$ cat config.mk
export PLATFORM = sky130hd
export DESIGN_NAME = gather_fwd_pipe_flat
export DESIGN_NICKNAME = d
export VERILOG_FILES = /design/src/rtl/gather_fwd_pipe_if.sv /design/src/rtl/gather_fwd_pipe.sv /design/src/flat_wrapper.sv
export SDC_FILE = /design/constraint.sdc
export NUM_CORES = 1
export LEC_CHECK = 0
export CAP_MARGIN = 0
export CORE_ASPECT_RATIO = 0.9
export CORE_MARGIN = 8
export CORE_UTILIZATION = 50
export DETAILED_ROUTE_END_ITERATION = 6
export PLACE_DENSITY = 0.74
export RECOVER_POWER = 100
export SLEW_MARGIN = 25
export SYNTH_ARGS = -nofsm -noshare
export SYNTH_HDL_FRONTEND = slang
export SYNTH_SLANG_ARGS = --single-unit
$ cat constraint.sdc
create_clock -name clk -period 33.3 [get_ports clk]
set_input_delay 4.995 -clock clk [delete_from_list [all_inputs] [get_ports clk]]
set_output_delay 4.995 -clock clk [all_outputs]
set_load 0.02 [all_outputs]
$ cat src/rtl/gather_fwd_pipe_if.sv
// Purpose: update-in / write-back-out bundle for gather_fwd_pipe.
// Latency: none (signal grouping only).
// Backpressure: none; the consumer accepts one update per cycle.
interface gather_fwd_pipe_if #(
    parameter int PAR_SIZE_W  = 18,
    parameter int URAM_DATA_W = 32
);
    logic [31:0]             update_value;
    logic [31:0]             update_dest;
    logic [URAM_DATA_W-1:0]  dest_attr;
    logic                    input_valid;
    logic                    par_clear;
    logic [URAM_DATA_W-1:0]  WData;
    logic [PAR_SIZE_W-1:0]   WAddr;
    logic                    Wvalid;
    logic                    par_active;
    logic [PAR_SIZE_W:0]     act_count;

    // Producer of updates / observer of write-backs.
    modport master (
        output update_value, update_dest, dest_attr, input_valid, par_clear,
        input  WData, WAddr, Wvalid, par_active, act_count
    );

    // The gather pipe itself.
    modport slave (
        input  update_value, update_dest, dest_attr, input_valid, par_clear,
        output WData, WAddr, Wvalid, par_active, act_count
    );
endinterface

$ cat src/rtl/gather_fwd_pipe.sv
// Purpose: reduce incoming updates against the stored attribute, forwarding recent writes to hide stale reads.
// Latency: 1 cycle from input to Wvalid/WAddr/WData; status flags update on the same edge.
// Backpressure: none; one update accepted every cycle, never stalls.
module gather_fwd_pipe #(
    parameter int PAR_SIZE_W  = 18,
    parameter int URAM_DATA_W = 32,
    parameter int FWD_DEPTH   = 4,
    parameter int MODE        = 0
) (
    input  logic               clk,
    input  logic               rst,
    gather_fwd_pipe_if.slave   bus
);

    logic [PAR_SIZE_W-1:0]  dest;
    logic [30:0]            val;
    logic [30:0]            old_val;
    logic [30:0]            new_val;
    logic [31:0]            sum;
    logic                   wr;
    logic [URAM_DATA_W-1:0] wdata_nxt;

    // Recent-write history; entry 0 is the newest.
    logic [PAR_SIZE_W-1:0]  hist_addr [FWD_DEPTH];
    logic [30:0]            hist_dat  [FWD_DEPTH];
    logic [FWD_DEPTH-1:0]   hist_vld;

    assign dest = bus.update_dest[PAR_SIZE_W-1:0];
    assign val  = bus.update_value[30:0];

    // Bits outside the payload/address fields carry no meaning here.
    wire unused_bits = &{1'b0, bus.update_value[31],
                         bus.update_dest[31:PAR_SIZE_W], bus.dest_attr[31]};

    // Forwarding lookup: scan oldest to newest so the newest match wins;
    // a partition clear hides the whole history from this cycle's input.
    always_comb begin
        old_val = bus.dest_attr[30:0];
        for (int i = FWD_DEPTH - 1; i >= 0; i--) begin
            if (!bus.par_clear && hist_vld[i] && (hist_addr[i] == dest)) begin
                old_val = hist_dat[i];
            end
        end
    end

    // Reduction: min-improve or saturating accumulate; bit 31 marks the vertex active.
    always_comb begin
        wr      = 1'b0;
        new_val = val;
        sum     = {1'b0, old_val} + {1'b0, val};
        if (MODE == 0) begin
            wr      = bus.input_valid && (val < old_val);
            new_val = val;
        end else begin
            wr      = bus.input_valid && (val != '0);
            new_val = sum[31] ? 31'h7FFF_FFFF : sum[30:0];
        end
        wdata_nxt       = bus.dest_attr;
        wdata_nxt[31:0] = {1'b1, new_val};
    end

    // Registered write-back port and partition activity status.
    always_ff @(posedge clk) begin
        if (rst) begin
            bus.Wvalid     <= 1'b0;
            bus.WAddr      <= '0;
            bus.WData      <= '0;
            bus.par_active <= 1'b0;
            bus.act_count  <= '0;
        end else begin
            bus.Wvalid <= wr;
            if (bus.input_valid) begin
                bus.WAddr <= dest;
                bus.WData <= wdata_nxt;
            end
            if (bus.par_clear) begin
                bus.par_active <= wr;
                bus.act_count  <= {{PAR_SIZE_W{1'b0}}, wr};
            end else if (wr) begin
                bus.par_active <= 1'b1;
                if (bus.act_count != '1) begin
                    bus.act_count <= bus.act_count + 1'b1;
                end
            end
        end
    end

    // History shifts only on an issued write; a clear keeps at most the coincident write.
    always_ff @(posedge clk) begin
        if (rst) begin
            hist_vld <= '0;
        end else if (wr) begin
            for (int i = FWD_DEPTH - 1; i > 0; i--) begin
                hist_addr[i] <= hist_addr[i-1];
                hist_dat[i]  <= hist_dat[i-1];
            end
            hist_addr[0] <= dest;
            hist_dat[0]  <= new_val;
            hist_vld     <= bus.par_clear ? FWD_DEPTH'(1) : FWD_DEPTH'({hist_vld, 1'b1});
        end else if (bus.par_clear) begin
            hist_vld <= '0;
        end
    end

endmodule

$ cat src/flat_wrapper.sv
// flat-port wrapper written by rule: the top's interface ports become plain ports
module gather_fwd_pipe_flat 
#(
    parameter int PAR_SIZE_W  = 18,
    parameter int URAM_DATA_W = 32,
    parameter int FWD_DEPTH   = 4,
    parameter int MODE        = 0
)
  (clk, rst, bus_update_value, bus_update_dest, bus_dest_attr, bus_input_valid, bus_par_clear, bus_WData, bus_WAddr, bus_Wvalid, bus_par_active, bus_act_count);
  gather_fwd_pipe_if #(.PAR_SIZE_W(PAR_SIZE_W), .URAM_DATA_W(URAM_DATA_W)) bus_i ();
  input  logic clk;
  input  logic rst;
  input wire logic [$bits(bus_i.update_value)-1:0] bus_update_value;
  input wire logic [$bits(bus_i.update_dest)-1:0] bus_update_dest;
  input wire logic [$bits(bus_i.dest_attr)-1:0] bus_dest_attr;
  input wire logic [$bits(bus_i.input_valid)-1:0] bus_input_valid;
  input wire logic [$bits(bus_i.par_clear)-1:0] bus_par_clear;
  output wire logic [$bits(bus_i.WData)-1:0] bus_WData;
  output wire logic [$bits(bus_i.WAddr)-1:0] bus_WAddr;
  output wire logic [$bits(bus_i.Wvalid)-1:0] bus_Wvalid;
  output wire logic [$bits(bus_i.par_active)-1:0] bus_par_active;
  output wire logic [$bits(bus_i.act_count)-1:0] bus_act_count;
  assign bus_i.update_value = bus_update_value;
  assign bus_i.update_dest = bus_update_dest;
  assign bus_i.dest_attr = bus_dest_attr;
  assign bus_i.input_valid = bus_input_valid;
  assign bus_i.par_clear = bus_par_clear;
  assign bus_WData = bus_i.WData;
  assign bus_WAddr = bus_i.WAddr;
  assign bus_Wvalid = bus_i.Wvalid;
  assign bus_par_active = bus_i.par_active;
  assign bus_act_count = bus_i.act_count;
  gather_fwd_pipe #(.PAR_SIZE_W(PAR_SIZE_W), .URAM_DATA_W(URAM_DATA_W), .FWD_DEPTH(FWD_DEPTH), .MODE(MODE)) u_core (.clk(clk), .rst(rst), .bus(bus_i));
endmodule
Word level (Yosys, flattened, before mapping)
Memories as Yosys holds them, arrays and structs flattened.
Index checks and enable logic that the tools add are counted.
{ "op_classes": {"n_addsub": 1, "magnitude_cmp": 1, "eq_ne": 5, "muxes": 15, "reduce_logical": 15} }
{ "op_table": {"columns": ["op", "n"], "rows": [
  ["$mux W31", 4],
  ["$eq A18 B18 Y1", 4],
  ["$lt A31 B31 Y1", 1],
  ["$add A19 B1 Y19 const B", 1],
  ["$ne A19 B19 Y1 const B", 1],
  ["$mux W4", 3],
  ["$logic_and A1 B1 Y1", 9],
  ["$mux W1", 8],
  ["$reduce_and A2 Y1", 2],
  ["$reduce_bool A2 Y1", 2],
  ["$reduce_or A2 Y1", 1],
  ["$logic_not A1 Y1", 1]
]} }
{ "totals": {"reg_bits": 75, "ram_bits": 196, "in_bits": 100, "out_inout_bits": 71, "word_cells": 46, "memories": 2} }
{ "memory_table": {"columns": ["name", "depth", "width", "read_ports", "rd_clocked_by_memory_dff", "write_ports", "line", "rtl"], "rows": [
  ["u_core.hist_dat", 4, 31, 4, 0, 4, "gather_fwd_pipe.sv:25", "logic [30:0] hist_dat [FWD_DEPTH];"],
  ["u_core.hist_addr", 4, 18, 4, 0, 4, "gather_fwd_pipe.sv:24", "logic [PAR_SIZE_W-1:0] hist_addr [FWD_DEPTH];"]
]} }

Longest topological paths before layout
{ "logic_depth": {"depth_word": 12, "ltp_mapped": 21} }

Least setup slack after synthesis
Ideal clock, no wire load.
{ "synth_path": {"path_kind": "input to register", "startpoint": "in bus_update_dest[4]", "endpoint": "mem u_core.hist_addr[0][0], enable pin", "setup_ns": 0.756, "arrival_ns": 16.841, "required_time_ns": 32.544, "setup_slack_ns": 15.702, "stages": 16, "n_path_buf": 3, "cell_sequence": "buf_2 -> xnor2_1 -> nand2_1 -> or4_1 -> nor3_1 -> clkbuf_1 -> mux2i_1 -> ha_1 -> a21o_1 -> a21o_1 -> a2111oi_0 -> o22ai_1 -> a211oi_1 -> clkbuf_1 -> nand3b_1 -> nor2_1"} }
{ "synth_lines": {"columns": ["item", "line", "rtl"], "rows": [
  ["start, declared", "flat_wrapper.sv:14", "input wire logic [$bits(bus_i.update_dest)-1:0] bus_update_dest;"],
  ["end, declared", "gather_fwd_pipe.sv:24", null]
]} }

==> run_results.csv <==
group,metric,value,unit
floorplanning,start_util,0.510,
critical_path,arrival,19550,ps
yosys,synth_edf_count,196,
clocking,cts-htree-levels,1,
power,leakagePower,5.40,nW
cells_and_area,fin_nets,1171,
grt,antenna_found_initial,0,
cells_and_area,area.growth.synth_to_final,22.1,%
clocking,clk_pin_slew,60,ps
detailed_routing,drc,0,
run,max_cap_violations,4,
sta,drv_slew,313,
floorplanning,ioPinCount,171,
sta,fmax,51.0,MHz
floorplanning,die_w,179,µm
detailed_routing,wl_per_cell,19.2,µm
outcome,violations,"capacitance limit, slew limit",
critical_path,crit_path_start_kind,"input pin",
detailed_routing,drtIter0Drc,567,
clocking,cts_num_sinks,271,
cells_and_area,drive_gt1_frac,0.0838,
cells_and_area,instances_no_fill,1364,
detailed_routing,drtAntennaViolNets,0,
clocking,cts-hold-fix-buffers,0,
critical_path,path_class,"in2reg",
yosys,avgSynthCellArea,13.2,µm²
hold_path,hp-class,"reg2reg",
critical_path,crit_top_cell,"clkbuf_1",
sta,finalSetupViolations,0,
sta,relSlewSlack,-3.34,
place,dp.cells,1310,
critical_path,cp.required,33260,ps
detailed_routing,drtPass1Iterations,5,
outcome,status,"complete, but fails checks",
critical_path,slowest_delay,4710,ps
place,port_buffers,154,
sta,finClkSkew,21.0,ps
grt,grt-ovfl-total,0,
critical_path,path_cells,"dlygate4sd3_1, xnor2_1, nand4_1, or4_1, nor4_4, clkbuf_1, o21ai_0, mux2i_1, ha_1, a21o_1, a21o_1, a2111oi_0, o22ai_1, a211oi_1, clkbuf_1, nand3b_1, nor2_4, clkbuf_1, clkbuf_1",
cells_and_area,mostFrequentLayoutCell,"edfxtp_1",
critical_path,reg2regPathDepth,18,
critical_path,end_kind,"register",
grt,grt_pass1_vias,7467,
floorplanning,die_area,0.0291,mm²
cells_and_area,final_cell_mix,"edfxtp_1, dlygate4sd3_1, mux2i_1",
yosys,netlist_instances,902,
grt,grt_max_degree,197,
place,gp_congestion,0.820,
critical_path,slowest_stage,"clkbuf_1",
sta,rsz0062_at_grt,"no",
sta,period_minus_slack,19590,ps
floorplanning,die_h,163,µm
sta,hold_violations,0,
clocking,cts_repair_resize_count,0,
floorplanning,core,0.0234,mm²
yosys,async_reset_ff_frac,0,
detailed_routing,num_vias,7476,
power,peakVddDrop,0.0383,mV
clocking,numCtsBuffers,29,
yosys,yosysWarnings,0,
detailed_routing,routed_wl,26200,µm
yosys,ys.flop_type,"edfxtp_1",
detailed_routing,via_per_inst,5.48,
floorplanning,rows,53,
yosys,synth_cell_types,57,
clocking,clockRootBuffer,"clkbuf_16",
clocking,worstSkewPairLatency,540,ps
place,dp_hpwl,17600,µm
clocking,post_cts_buffers,0,
cells_and_area,antenna_cells,0,
critical_path,cp_max_fo,127,
grt,track_usage,0.175,
sta,worst_pin_slew,6510,ps
clocking,clockBufferDepth,3,
grt,grt_pass1_wl,40800,µm
yosys,synth_nets,1033,
sta,tns,0,ps
yosys,ys_ff_latch,271,
clocking,cts_tree,"done",
yosys,ys_seq_area_frac,0.619,
sta,fin_crit_sh,0.588,
power,power.density,52.4,mW/mm²
hold_path,hold_depth,0,
yosys,synth_area,0.0119,mm²
report_power, final:
| part | internal, W | total [W] | switching (W) |
|---|---|---|---|
| Combinational | 0.0000289 | 0.0000660 | 0.0000370 |
| Sequential | 0.000378 | 0.000384 | 0.00000581 |
| Clock | 0.000186 | 0.000314 | 0.000128 |
| Total | 0.000594 | 0.000764 | 0.000171 |
synthesized netlist by cell type, drive strengths merged, types with 7 or more instances:
| cell | instances | share of area |
|---|---|---|
| nand2 | 56 | 0.018 |
| clkbuf | 24 | 0.0076 |
| o31ai | 13 | 0.0082 |
| nor4 | 9 | 0.0065 |
| mux2i | 112 | 0.094 |
| a21oi | 19 | 0.0080 |
| nor3 | 7 | 0.0029 |
| nand3 | 17 | 0.0071 |
| xnor2 | 50 | 0.037 |
| buf | 31 | 0.013 |
| nand4 | 27 | 0.014 |
| ha | 31 | 0.033 |
| and3 | 12 | 0.0071 |
| mux2 | 30 | 0.028 |
| or4 | 14 | 0.0091 |
| nor2 | 64 | 0.020 |
| xor2 | 22 | 0.016 |
| dfxtp | 75 | 0.13 |
| o21ai | 40 | 0.017 |
| edfxtp | 196 | 0.49 |
critical path: cells and delay by family:
kind / cells / cell delay (ps)
buf+inv: 5 / 10210
compound gates: 6 / 1700
simple gates: 5 / 1490
xor+xnor: 1 / 340
mux: 1 / 280
fa+ha+maj: 1 / 280
through the flow:
step / util / hold slack [ps] / cell area, µm² / worst slack, ps / total power (W)
final: 0.623 / 445 / 14600 / 13710 / 0.000764
after global routing: 0.623 / 451 / 14600 / 12490 / 0.000791
after CTS: 0.624 / 445 / 14600 / 22520 / 0.000772
after detailed placement: 0.584 / 432 / 13700 / 21940 / 0.000458
after global placement: 0.584 / 426 / 13700 / 22070 / 0.000456
after floorplan: - / 426 / 11900 / 15700 / 0.000430
kinds of logic after synthesis:
kind of cell,synth area share
compound gates,0.0512
xor+xnor,0.0535
fa+ha+maj,0.0325
buf+inv,0.0215
flops,0.619
mux,0.122
simple gates,0.0999
final timing paths:
check | from | end | slack (ps)
worst min-delay path | u_core.hist_dat[0][21] | u_core.hist_dat[1][21] | 450
worst max-delay path | bus_update_dest[14] | u_core.hist_dat[0][25] | 13710
worst min register to register | u_core.hist_dat[0][21] | u_core.hist_dat[1][21] | 450
worst max register to register | u_core.hist_addr[1][14] | u_core.hist_dat[0][25] | 18490
flip-flops by register name, indices dropped and copies added, names as in the netlist:
name / cells
u_core.hist_dat: 124
u_core.hist_addr: 72
u_core.bus.WData: 32
u_core.bus.act_count: 19
u_core.bus.WAddr: 18
u_core.hist_vld: 4
u_core.bus.Wvalid: 1
u_core.bus.par_active: 1
final cells by class:
type                            count  area [µm²]
Clock buffer                       35         768
Clock inverter                     18         161
Fill cell                        1796        8830
Inverter                            2        7.51
Multi-Input combinational cell    574        4300
Sequential cell                   271        7390
Tap cell                          302         378
Timing Repair Buffer              162        1580
metal layers:
layer  vias to the layer above  GRT usage  part of all wire
li1                       3645          -                 -
met1                      3595      0.235              0.44
met2                       198      0.291              0.49
met3                        38     0.0313             0.055
met4                         0     0.0413             0.020
met5                         -          0                 0
(Power assumes the default switching activity.)
